==> config.mk <==
export PLATFORM = sky130hd
export DESIGN_NAME = mem_req_arbiter
export DESIGN_NICKNAME = d
export VERILOG_FILES = /design/src/rtl/arb_pkg.sv /design/src/rtl/rr_pick.sv /design/src/rtl/mem_req_arbiter.sv
export SDC_FILE = /design/constraint.sdc
export NUM_CORES = 1
export LEC_CHECK = 0
export ABC_AREA = 1
export BUFFER_PORTS_ARGS = -buffer_cell sky130_fd_sc_hd__buf_2
export CAP_MARGIN = 10
export CORE_MARGIN = 2
export CORE_UTILIZATION = 38
export CTS_CLUSTER_DIAMETER = 80
export DETAILED_ROUTE_END_ITERATION = 12
export PLACE_DENSITY = 0.77
export SLEW_MARGIN = 10
export SYNTH_ARGS = -nofsm -noshare
export SYNTH_HDL_FRONTEND = slang
export SYNTH_SLANG_ARGS = --single-unit
==> constraint.sdc <==
create_clock -name clk -period 2.3 [get_ports clk]
set_input_delay 0.46 -clock clk [delete_from_list [all_inputs] [get_ports clk]]
set_output_delay 0.46 -clock clk [all_outputs]
set_load 0.1 [all_outputs]
==> src/rtl/arb_pkg.sv <==
// Shared arbitration definitions for the memory request queue.
// State encoding and tag-width helper, reused by the pop-side demux.
package arb_pkg;

    localparam logic [0:0] ST_IDLE   = 1'b0;
    localparam logic [0:0] ST_LOCKED = 1'b1;

    function automatic int clog2(input int n);
        return $clog2(n);
    endfunction

endpackage

==> src/rtl/rr_pick.sv <==
// Round-robin pick: rotate by ptr, priority-encode, un-rotate.
module rr_pick #(
    parameter int NREQ = 4,
    parameter int TAGW = 2
) (
    input  logic [NREQ-1:0] req,
    input  logic [TAGW-1:0] ptr,
    output logic            valid,
    output logic [TAGW-1:0] idx
);

    logic [2*NREQ-1:0] w_dbl;
    logic [NREQ-1:0]   w_rot;
    logic [TAGW-1:0]   w_off;

    assign w_dbl = {req, req};
    assign w_rot = w_dbl[ptr +: NREQ];

    always_comb begin
        w_off = '0;
        for (int j = NREQ - 1; j >= 0; j--) begin
            if (w_rot[j]) begin
                w_off = TAGW'(j);
            end
        end
    end

    assign valid = |req;
    assign idx   = ptr + w_off;

endmodule

==> src/rtl/mem_req_arbiter.sv <==
// Round-robin push-side arbiter for the shared memory request fifo,
// with burst locking capped at MAXBURST beats.
module mem_req_arbiter
    import arb_pkg::*;
#(
    parameter int NREQ     = 4,
    parameter int TAGW     = clog2(NREQ),
    parameter int WIDTH    = 16,
    parameter int MAXBURST = 8
) (
    input  logic                  clk,
    input  logic                  reset,
    input  logic [NREQ-1:0]       req,
    input  logic [NREQ*WIDTH-1:0] req_data,
    input  logic [NREQ-1:0]       req_last,
    output logic [NREQ-1:0]       gnt,
    output logic                  q_push,
    output logic [TAGW+WIDTH-1:0] q_data,
    input  logic                  q_full,
    input  logic                  flush,
    output logic                  locked,
    output logic                  burst_err
);

    logic [0:0]      r_st;
    logic [TAGW-1:0] r_ptr;
    logic [TAGW-1:0] r_owner;
    logic [7:0]      r_beats;
    logic            r_burst_err;

    logic             w_pick_valid;
    logic [TAGW-1:0]  w_pick_idx;
    logic             w_locked;
    logic [TAGW-1:0]  w_cand;
    logic             w_cand_valid;
    logic             w_can_accept;
    logic             w_accept;
    logic             w_force;
    logic             w_eff_last;
    logic [WIDTH-1:0] w_data;

    rr_pick #(
        .NREQ(NREQ),
        .TAGW(TAGW)
    ) u_pick (
        .req  (req),
        .ptr  (r_ptr),
        .valid(w_pick_valid),
        .idx  (w_pick_idx)
    );

    assign w_locked     = (r_st == ST_LOCKED);
    assign w_cand       = w_locked ? r_owner : w_pick_idx;
    assign w_cand_valid = w_locked ? req[r_owner] : w_pick_valid;
    assign w_can_accept = !q_full && !flush && !reset;
    assign w_accept     = w_can_accept && w_cand_valid;

    // beats counts accepted beats of the current burst; the
    // MAXBURST-th beat is always treated as the last one
    assign w_force    = (r_beats == 8'(MAXBURST - 1));
    assign w_eff_last = req_last[w_cand] || w_force;

    always_comb begin
        w_data = '0;
        for (int i = 0; i < NREQ; i++) begin
            if (w_cand == TAGW'(i)) begin
                w_data = req_data[i*WIDTH +: WIDTH];
            end
        end
    end

    always_comb begin
        gnt = '0;
        for (int i = 0; i < NREQ; i++) begin
            gnt[i] = w_accept && (w_cand == TAGW'(i));
        end
    end

    assign q_push    = w_accept;
    assign q_data    = {w_cand, w_data};
    assign locked    = w_locked;
    assign burst_err = r_burst_err;

    always_ff @(posedge clk or posedge reset) begin
        if (reset) begin
            r_st        <= ST_IDLE;
            r_ptr       <= '0;
            r_owner     <= '0;
            r_beats     <= '0;
            r_burst_err <= 1'b0;
        end else if (flush) begin
            r_st    <= ST_IDLE;
            r_beats <= '0;
        end else if (w_accept) begin
            if (w_eff_last) begin
                r_st    <= ST_IDLE;
                r_ptr   <= w_cand + TAGW'(1);
                r_beats <= '0;
                if (w_force && !req_last[w_cand]) begin
                    r_burst_err <= 1'b1;
                end
            end else if (!w_locked) begin
                r_st    <= ST_LOCKED;
                r_owner <= w_cand;
                r_beats <= 8'd1;
            end else begin
                r_beats <= r_beats + 8'd1;
            end
        end
    end

endmodule

==> results of run 1 <==
## cell families after synthesis
kind of cell / share of synthesized area
DFF: 0.230
xor gates and xnor gates: 0.00576
AOI/OAI and AO/OA: 0.0477
adders and majority gates: 0.0165
and+or+nand+nor: 0.602
buffers and inverters: 0.0971
## synth_stat cells (2+ instances only)
| cell type | count |
|---|---|
| nand2_4 | 3 |
| buf_4 | 4 |
| inv_2 | 4 |
| buf_6 | 3 |
| nand2_2 | 3 |
| inv_1 | 15 |
| a21oi_1 | 6 |
| nor3_1 | 7 |
| nand2_1 | 119 |
| o21ai_0 | 4 |
| nand3_1 | 32 |
| nand4_1 | 17 |
| nor2_1 | 10 |
| dfrtp_1 | 14 |
| nor2_4 | 2 |
| ha_1 | 2 |
## repair_timing
| action | 4_1_cts | 5_1_grt |
|---|---|---|
| hold buffers | 0 | 0 |
| setup endpoints to repair | 36 | 37 |
| cloned | 0 | 0 |
| setup buffers | 11 | 5 |
| pin swaps | 16 | 9 |
| gates resized for setup | 34 | 14 |
## worst paths after layout
path / to / cells past startpoint
worst max-delay path: q_data[14] / 16
worst min-delay path: r_beats[7] / 2
max in group asynchronous: locked / 2
worst max register to register: r_beats[3] / 17
min in group clk: burst_err / 1
worst min register to register: burst_err / 1
## cell usage in the layout, fill, tap and decap left out, drive strengths merged
cell type and n:
inv 18, xor2 1, o21ai 4, nor3b 1
nor4 1, nand3 34, a21boi 1, o21bai 1
nand2 125, clkinvlp 1, o31ai 1, and3 1
nor2 13, ha 2, dfrtp 14, a21oi 6
clkinv 1, clkbuf 4, nand4 17, buf 140
nor3 7
## worst reg2reg max path, cell delays in order, from the launching register on
cell and delay (ps):
dfrtp_2 470, inv_4 130, nand2_4 70, nand3_1 90, nand2_2 70, a21boi_4 150, ha_4 160, xor2_2 180
inv_1 90, nand2_2 70, nand3_4 130, nand2_8 90, buf_4 170, nand2_4 80, nand3_4 120, nor2_4 230
nand2_1 90, nand2_1 80
## layout make-up
class	count	share of cell area
inverter	20	0.0326
multi-input combinational	215	0.417
timing repair buffer	140	0.398
sequential	14	0.118
tap	48	0.0198
clock buffer	4	0.0149
## flip-flops by register name (all words and copies together), names as in the netlist
register / cells
r_ptr: 2
r_beats: 8
r_owner: 2
locked: 1
burst_err: 1
## layer usage
metal | vias up | track usage | wire, µm
met4 | 0 | 0.0663 | 162
met3 | 23 | 0.0467 | 383
met2 | 113 | 0.459 | 3440
li1 | 1118 | - | -
met1 | 1085 | 0.329 | 2570
met5 | - | 0 | 0
## stage by stage
step | cell area (µm²) | worst slack (ps)
after floorplan | 1640 | -948
after global placement | 2650 | -614
after detailed placement | 2650 | -761
after CTS | 2920 | -697
after global routing | 3030 | -964
final | 3030 | -847
==> results.ini, run 1 <==
[sta]
tightest_slew_ps = 571
maxSlewViolCount = 0
skew_ps = 15.5
fin_setup_tns_ps = -19060
hold_viol = 0
min_period_over_period = 1.37
setup_slack_ps = -847
final.min_clock_period_ps = 3150
hold_ws_ps = 262
rsz0062_at_grt = yes
max-slew-margin-rel = 0.619
setup_violations = 36
max_freq_ghz = 0.318

[logic_synthesis]
syn_avg_cell_area_um2 = 5.89
ys_warn_count = 0
synth_top_area_cell = nand2_1
synth_top_area_frac = 0.294
synth_edf_count = 0
ys_types = 29
syn_nets = 336
syn_area_um2 = 1520
synth.area.top_cells = nand2_1, dfrtp_1, nand3_1
syn_inst = 258
synth_top_flop_cell = dfrtp_1
synthArstFlopShare = 1.00
synth_seq_cells = 14
ys_seq_area_frac = 0.230

[die]
num_rows = 22
die_w_um = 67.3
dieHeight_um = 67.3
die-area_um2 = 4520
core_area_um2 = 3740
ios = 101
start_util = 0.406

[layout]
seqCellArea_um2 = 357
drive_gt1_frac = 0.511
multiInputGateArea_um2 = 1260
diodes = 0
finalNonFillerCells = 441
area_growth_pct = 99.3
fill_cells = 225
num-nets-final = 472
fin_util = 0.809

[setup_path]
crit_chain = inv_4 > nand2_2 > nand3_1 > nand2_2 > a21boi_4 > ha_4 > xor2_2 > inv_1 > nand2_2 > nand3_4 > nand2_8 > nor2_4 > buf_12 > nand2_1 > nand4_1 > buf_12
path_class = flip-flop to output pin
cp_common_cell = nand2_2
r2r_start = r_ptr[0]
critPathLaunch = r_ptr[0]
reg2reg_slack_ps = -230
worstPathArrival_ps = 2690
endpoint_kind = output pin
startpoint_type = flip-flop
critical_path_buf_inv_count = 4
worst_ep_required_time_ps = 1840
cp_slowest_stage_delay_ps = 470
slowest_stage = dfrtp_2
cp_max_fo = 16
critPathTopFamily = simple AND/OR/NAND/NOR gates

[global_route]
grt_pass1_wl_um = 9230
antenna_found_initial = 0
track_usage = 0.261
gr-total-overflow = 0
grt_max_degree = 17
grt_pass1_vias = 2101

[clock_tree]
clkTransAtPathRegs_ps = 70
root_buffer = clkbuf_8
clock_sinks = 14
clockBufferDepth = 2
cts_max_level = 1
clkLatencyLatePin_ps = 260
numCtsBuffers = 3
cts_tree = built

[place]
place_congestion = 0.805
port_buffers = 100
dpl.hpwl_um = 4250
place_inst = 421

[drt]
via_count = 2339
drt_iter0_drc = 220
via_per_inst = 5.30
drt-total-wl_um = 6560
wl_per_cell_um = 14.9
first_pass_iters = 5
antenna_left = 0
remaining_drc_errors = 0

[run]
cap_violations = 0

[status]
outcome = finished, violations left
violations = setup timing

[hold_path]
hp-class = input pin to async pin

Power of run 1 is left out: the tool's default activity adds up to more than one toggle a clock period on the data nets, which glitch-free logic cannot reach.
==> run 2, diff against run 1 <==
--- a/config.mk
+++ b/config.mk
@@ -9,10 +9,10 @@
 export BUFFER_PORTS_ARGS = -buffer_cell sky130_fd_sc_hd__buf_2
 export CAP_MARGIN = 10
 export CORE_MARGIN = 2
-export CORE_UTILIZATION = 38
+export CORE_UTILIZATION = 42
 export CTS_CLUSTER_DIAMETER = 80
 export DETAILED_ROUTE_END_ITERATION = 12
-export PLACE_DENSITY = 0.77
+export PLACE_DENSITY = 0.8
 export SLEW_MARGIN = 10
 export SYNTH_ARGS = -nofsm -noshare
 export SYNTH_HDL_FRONTEND = slang
==> constraint.sdc (replaced) <==
create_clock -name clk -period 2.9 [get_ports clk]
set_input_delay 0.58 -clock clk [delete_from_list [all_inputs] [get_ports clk]]
set_output_delay 0.58 -clock clk [all_outputs]
set_load 0.1 [all_outputs]
==> results.ini, run 2 (synthesis gave the netlist of run 1 again) <==
[status]
outcome = finished, violations left  ; unchanged
violations = setup timing  ; unchanged

[layout]
postLayoutCellArea_um2 = 2840  ; was 3030 µm²
drive_gt1_frac = 0.478  ; was 0.511
layout_common_cells = nand2_1, buf_2, nand3_1, buf_12, buf_4  ; was nand2_1, buf_2, buf_4, buf_12, nand3_1
final_common_cell = nand2_1  ; unchanged
area_growth_pct = 86.7  ; was 99.3%
regMostFlops = r_beats  ; unchanged
largestRegisters = r_beats x8, r_owner x2, r_ptr x2  ; unchanged
diodes = 0  ; unchanged
largest_reg_flops = 8  ; unchanged
fill_cells = 221  ; was 225
num-nets-final = 459  ; was 472

[setup_path]
worstPathArrival_ps = 2780  ; was 2690 ps
path_class = flip-flop to output pin  ; unchanged
critPathTopFamily = simple AND/OR/NAND/NOR gates  ; unchanged
r2r_start = r_ptr[0]  ; unchanged
worst_ep_required_time_ps = 2320  ; was 1840 ps
reg2reg_to = r_beats[2]  ; was r_beats[3]
r2r_cells = 18  ; was 17
startpoint_type = flip-flop  ; unchanged
crit_chain = clkinv_4 > nand2_8 > nand3_4 > nand2_2 > nand3_2 > a21boi_2 > ha_2 > xor2_2 > nand3_2 > nand3_4 > nand2_4 > nor2_4 > clkbuf_16 > nand2_4 > nand4_1 > buf_12  ; was inv_4 > nand2_2 > nand3_1 > nand2_2 > a21boi_4 > ha_4 > xor2_2 > inv_1 > nand2_2 > nand3_4 > nand2_8 > nor2_4 > buf_12 > nand2_1 > nand4_1 > buf_12
reg2reg_slack_ps = 260  ; was -230 ps
slowest_stage = dfrtp_2  ; unchanged
critical_path_buf_inv_count = 3  ; was 4
cp_slowest_stage_delay_ps = 470  ; about the same
cp_max_fo = 7  ; was 16
endpoint_kind = output pin  ; unchanged

[die]
ios = 101  ; unchanged
die-area_um2 = 4120  ; was 4520 µm²
die_w_um = 64.2  ; was 67.3 µm
start_util = 0.445  ; was 0.406
dieHeight_um = 64.2  ; was 67.3 µm
num_rows = 21  ; was 22
core_area_um2 = 3420  ; was 3740 µm²

[clock_tree]
clkTransAtPathRegs_ps = 80  ; was 70 ps
clkLatencyLatePin_ps = 290  ; was 260 ps
numCtsBuffers = 3  ; unchanged
clock_sinks = 14  ; unchanged
root_buffer = clkbuf_4  ; was clkbuf_8
clockBufferDepth = 2  ; unchanged
cts_tree = built  ; unchanged
cts_max_level = 1  ; unchanged
hold_buffers = 0  ; unchanged

[sta]
max-slew-margin-rel = 0.631  ; was 0.619
max_freq_ghz = 0.298
fin_setup_tns_ps = -7680  ; was -19,060 ps
rsz0062_at_grt = yes  ; unchanged
hold_viol = 0  ; unchanged
setup_violations = 21  ; was 36
min_period_over_period = 1.16
tightest_slew_ps = 554  ; was 571 ps
final.min_clock_period_ps = 3360
setup_slack_ps = -457  ; was -847 ps
hold_ws_ps = 335  ; was 262 ps
skew_ps = 9.81  ; was 15.5 ps
maxSlewViolCount = 0  ; unchanged

[drt]
via_count = 2247  ; was 2,339
antenna_left = 0  ; unchanged
drt-total-wl_um = 6180  ; was 6560 µm
drt_iter0_drc = 113  ; was 220
remaining_drc_errors = 0  ; unchanged
first_pass_iters = 4  ; was 5
wl_per_cell_um = 14.5  ; was 14.9 µm
via_per_inst = 5.29  ; was 5.30

[global_route]
gr-total-overflow = 0  ; unchanged
track_usage = 0.277  ; was 0.261
grt_max_degree = 17  ; unchanged
grt_pass1_wl_um = 9150  ; was 9230 µm
grt_pass1_vias = 2111  ; was 2,101
antenna_found_initial = 0  ; unchanged

[hold_path]
hp-class = input pin to async pin  ; unchanged

[place]
place_congestion = 0.917  ; was 0.805
dpl.hpwl_um = 4710  ; was 4250 µm
placedInstanceArea_um2 = 2650  ; about the same
port_buffers = 100  ; unchanged
place_ws_ps = -307  ; was -761 ps

[run]
cap_violations = 0  ; unchanged

==> run 2: metal layers <==
metal	GRT usage	vias up	wire [µm]
met5	0	-	0
met4	0.0665	0	118
met3	0.0458	14	293
met2	0.512	90	3310
met1	0.330	1051	2450
li1	-	1092	-
==> run 2: per-stage QoR <==
step	instances	utilization
final	425	0.831
after global placement	417	0.776
after floorplan	258	-
after detailed placement	417	0.776
after global routing	425	0.831
after CTS	422	0.801
==> run 2: how the worst max path moves through the flow <==
| stage | start | endpoint | slack, ps | cells past startpoint |
|---|---|---|---|---|
| 2_1_floorplan | req[2] | q_data[10] | -560 | 15 |
| 3_3_place_gp | req[2] | q_data[14] | -220 | 15 |
| 3_5_place_dp | req[2] | q_data[13] | -310 | 16 |
| 4_1_cts | r_ptr[0] | q_data[13] | -370 | 15 |
| 5_1_grt | r_ptr[0] | q_data[10] | -610 | 16 |
| 6_report | r_ptr[0] | q_data[13] | -460 | 16 |
==> run 2: what timing repair did <==
action / in CTS / in global routing
resized for setup: 13 / 16
setup endpoints to repair: 21 / 21
gates cloned: 0 / 1
buffers inserted: 2 / 2
pin swaps: 4 / 27
==> run 2: layout make-up <==
cell class	count	area, µm²	area share
flip-flops and latches	14	353	0.124
multi-input cells	215	1220	0.430
clock buffers	3	22.5	0.00794
repair buffers	127	1100	0.387
inverters	20	87.6	0.0309
well taps	46	57.6	0.0203
Power of run 2 is left out for the same reason.
==> run 3, diff against run 2 <==
--- a/config.mk
+++ b/config.mk
@@ -6,13 +6,12 @@
 export NUM_CORES = 1
 export LEC_CHECK = 0
 export ABC_AREA = 1
-export BUFFER_PORTS_ARGS = -buffer_cell sky130_fd_sc_hd__buf_2
 export CAP_MARGIN = 10
 export CORE_MARGIN = 2
-export CORE_UTILIZATION = 42
+export CORE_UTILIZATION = 47
 export CTS_CLUSTER_DIAMETER = 80
 export DETAILED_ROUTE_END_ITERATION = 12
-export PLACE_DENSITY = 0.8
+export DONT_BUFFER_PORTS = 1
 export SLEW_MARGIN = 10
 export SYNTH_ARGS = -nofsm -noshare
 export SYNTH_HDL_FRONTEND = slang
==> results.ini, run 3 (synthesis gave the netlist of run 1 again) <==
[place]
port_buffers = 0  ; was 100
place_congestion = 0.820  ; was 0.917
placedInstanceArea_um2 = 2110  ; was 2650 µm²
place_inst = 325  ; was 417
dpl.hpwl_um = 3660  ; was 4710 µm

[layout]
postLayoutCellArea_um2 = 2430  ; was 2840 µm²
largest_reg_flops = 8  ; unchanged
fill_cells = 223  ; was 221
largestRegisters = r_beats x8, r_owner x2, r_ptr x2  ; unchanged
finalNonFillerCells = 342  ; was 425
fin_util = 0.797  ; was 0.831
seqCellArea_um2 = 353  ; unchanged
multiInputGateArea_um2 = 1200  ; was 1220 µm²
diodes = 0  ; unchanged
final_common_cell = nand2_1  ; unchanged
area_growth_pct = 60.0  ; was 86.7%
num-nets-final = 377  ; was 459
drive_gt1_frac = 0.332  ; was 0.478
regMostFlops = r_beats  ; unchanged
layout_common_cells = nand2_1, nand3_1, buf_12, nand4_1, inv_1  ; was nand2_1, buf_2, nand3_1, buf_12, buf_4

[setup_path]
endpoint_kind = output pin  ; unchanged
crit_chain = inv_6 > nand2_4 > nand3_1 > nand2_1 > a21boi_2 > ha_2 > xor2_2 > inv_1 > nand2_1 > nand3_2 > nand2_4 > buf_4 > buf_8 > nand3_1 > nand4_1 > buf_12  ; was clkinv_4 > nand2_8 > nand3_4 > nand2_2 > nand3_2 > a21boi_2 > ha_2 > xor2_2 > nand3_2 > nand3_4 > nand2_4 > nor2_4 > clkbuf_16 > nand2_4 > nand4_1 > buf_12
startpoint_type = flip-flop  ; unchanged
worstPathArrival_ps = 2740  ; was 2780 ps
path_class = flip-flop to output pin  ; unchanged
slowest_stage = dfrtp_2  ; unchanged
worst_ep_required_time_ps = 2320  ; about the same
critPathLaunch = r_ptr[0]  ; unchanged
r2r_start = r_ptr[0]  ; unchanged
cp_max_fo = 10  ; was 7
cp_slowest_stage_delay_ps = 480  ; was 470 ps
critPathTopFamily = simple AND/OR/NAND/NOR gates  ; unchanged
critical_path_buf_inv_count = 5  ; was 3

[sta]
max_freq_ghz = 0.302  ; was 0.298 GHz
skew_ps = 2.21  ; was 9.81 ps
rsz0062_at_grt = yes  ; unchanged
final.min_clock_period_ps = 3320  ; was 3360 ps
tightest_slew_ps = 915  ; was 554 ps
maxSlewViolCount = 0  ; unchanged
setup_slack_ps = -416  ; was -457 ps
setup_violations = 21  ; unchanged
max-slew-margin-rel = 0.390  ; was 0.631
hold_viol = 0  ; unchanged
min_period_over_period = 1.14  ; was 1.16
fin_setup_tns_ps = -7330  ; was -7680 ps

[die]
num_rows = 20  ; was 21
ios = 101  ; unchanged
core_area_um2 = 3050  ; was 3420 µm²
dieHeight_um = 60.9  ; was 64.2 µm
start_util = 0.498  ; was 0.445
die_w_um = 60.9  ; was 64.2 µm
die-area_um2 = 3710  ; was 4120 µm²

[drt]
wl_per_cell_um = 14.9  ; was 14.5 µm
drt-total-wl_um = 5090  ; was 6180 µm
via_count = 1881  ; was 2,247
drt_iter0_drc = 170  ; was 113
first_pass_iters = 4  ; unchanged
antenna_left = 0  ; unchanged
remaining_drc_errors = 0  ; unchanged
via_per_inst = 5.50  ; was 5.29

[global_route]
track_usage = 0.272  ; was 0.277
grt_pass1_wl_um = 7630  ; was 9150 µm
antenna_found_initial = 0  ; unchanged
grt_max_degree = 21  ; was 17
gr-total-overflow = 0  ; unchanged
grt_pass1_vias = 1771  ; was 2,111

[clock_tree]
cts_max_level = 1  ; unchanged
cts_tree = built  ; unchanged
numCtsBuffers = 3  ; unchanged
hold_buffers = 0  ; unchanged
clockBufferDepth = 2  ; unchanged
clkLatencyLatePin_ps = 290  ; about the same
clkTransAtPathRegs_ps = 80  ; about the same
root_buffer = clkbuf_4  ; unchanged
clock_sinks = 14  ; unchanged

[status]
violations = setup timing  ; unchanged
outcome = finished, violations left  ; unchanged

[hold_path]
hp-class = input pin to async pin  ; unchanged

[run]
cap_violations = 0  ; unchanged

==> run 3: cell types whose count changed in the layout (fill, tap and decap cells not counted), moves of 2 or more <==
| cell | delta |
|---|---|
| nand2_2 | -2 |
| buf_2 | -77 |
| nand3_4 | -2 |
| buf_12 | -2 |
| nand3_2 | +3 |
| buf_16 | +2 |
| buf_8 | +2 |
| buf_4 | -7 |
| nand2_1 | +2 |
==> run 3: metrics by stage <==
stage | setup WS, ps | hold slack, ps
detailed placement | -156 | 468
global route | -541 | 245
floorplan | -562 | 449
CTS | -333 | 220
finish | -416 | 195
global placement | -95.9 | 463
==> run 3: layout make-up <==
cell class / count / share of cell area
Clock buffer: 4 / 0.0149
Multi-Input combinational cell: 215 / 0.495
Timing Repair Buffer: 45 / 0.284
Tap cell: 44 / 0.0226
Inverter: 20 / 0.0381
Sequential cell: 14 / 0.145
==> run 3: per-layer routing <==
metal  GRT usage  wire length (µm)
met5           0                 0
met4      0.0714                99
met3      0.0533               336
met2       0.505              2770
met1       0.316              1890
==> run 3: path summary, 6_finish.rpt <==
| check | endpoint | slack (ps) | cells past startpoint |
|---|---|---|---|
| hold / removal | r_beats[5] | 190 | 1 |
| max in group asynchronous | r_ptr[0] | 2340 | 1 |
| setup reg to reg | r_ptr[1] | 180 | 16 |
| hold reg to reg | r_beats[3] | 490 | 2 |
| setup / recovery | q_data[0] | -420 | 16 |
| min in group clk | r_beats[3] | 490 | 2 |
==> run 3: what timing repair did <==
action / 4_1_cts / 5_1_grt
buffers inserted: 11 / 0
gates cloned: 2 / 0
resized for setup: 36 / 2
pin swaps: 31 / 10
setup endpoints to repair: 21 / 31
==> run 3: worst register-to-register path: cells and delay by family, from the launching register on <==
| family | cells | cell delay, ps |
|---|---|---|
| AOI/OAI and AO/OA | 1 | 180 |
| adders and majority gates | 1 | 290 |
| buffers and inverters | 2 | 410 |
| DFF | 1 | 470 |
| and+or+nand+nor | 12 | 1260 |
Power of run 3 is left out for the same reason.
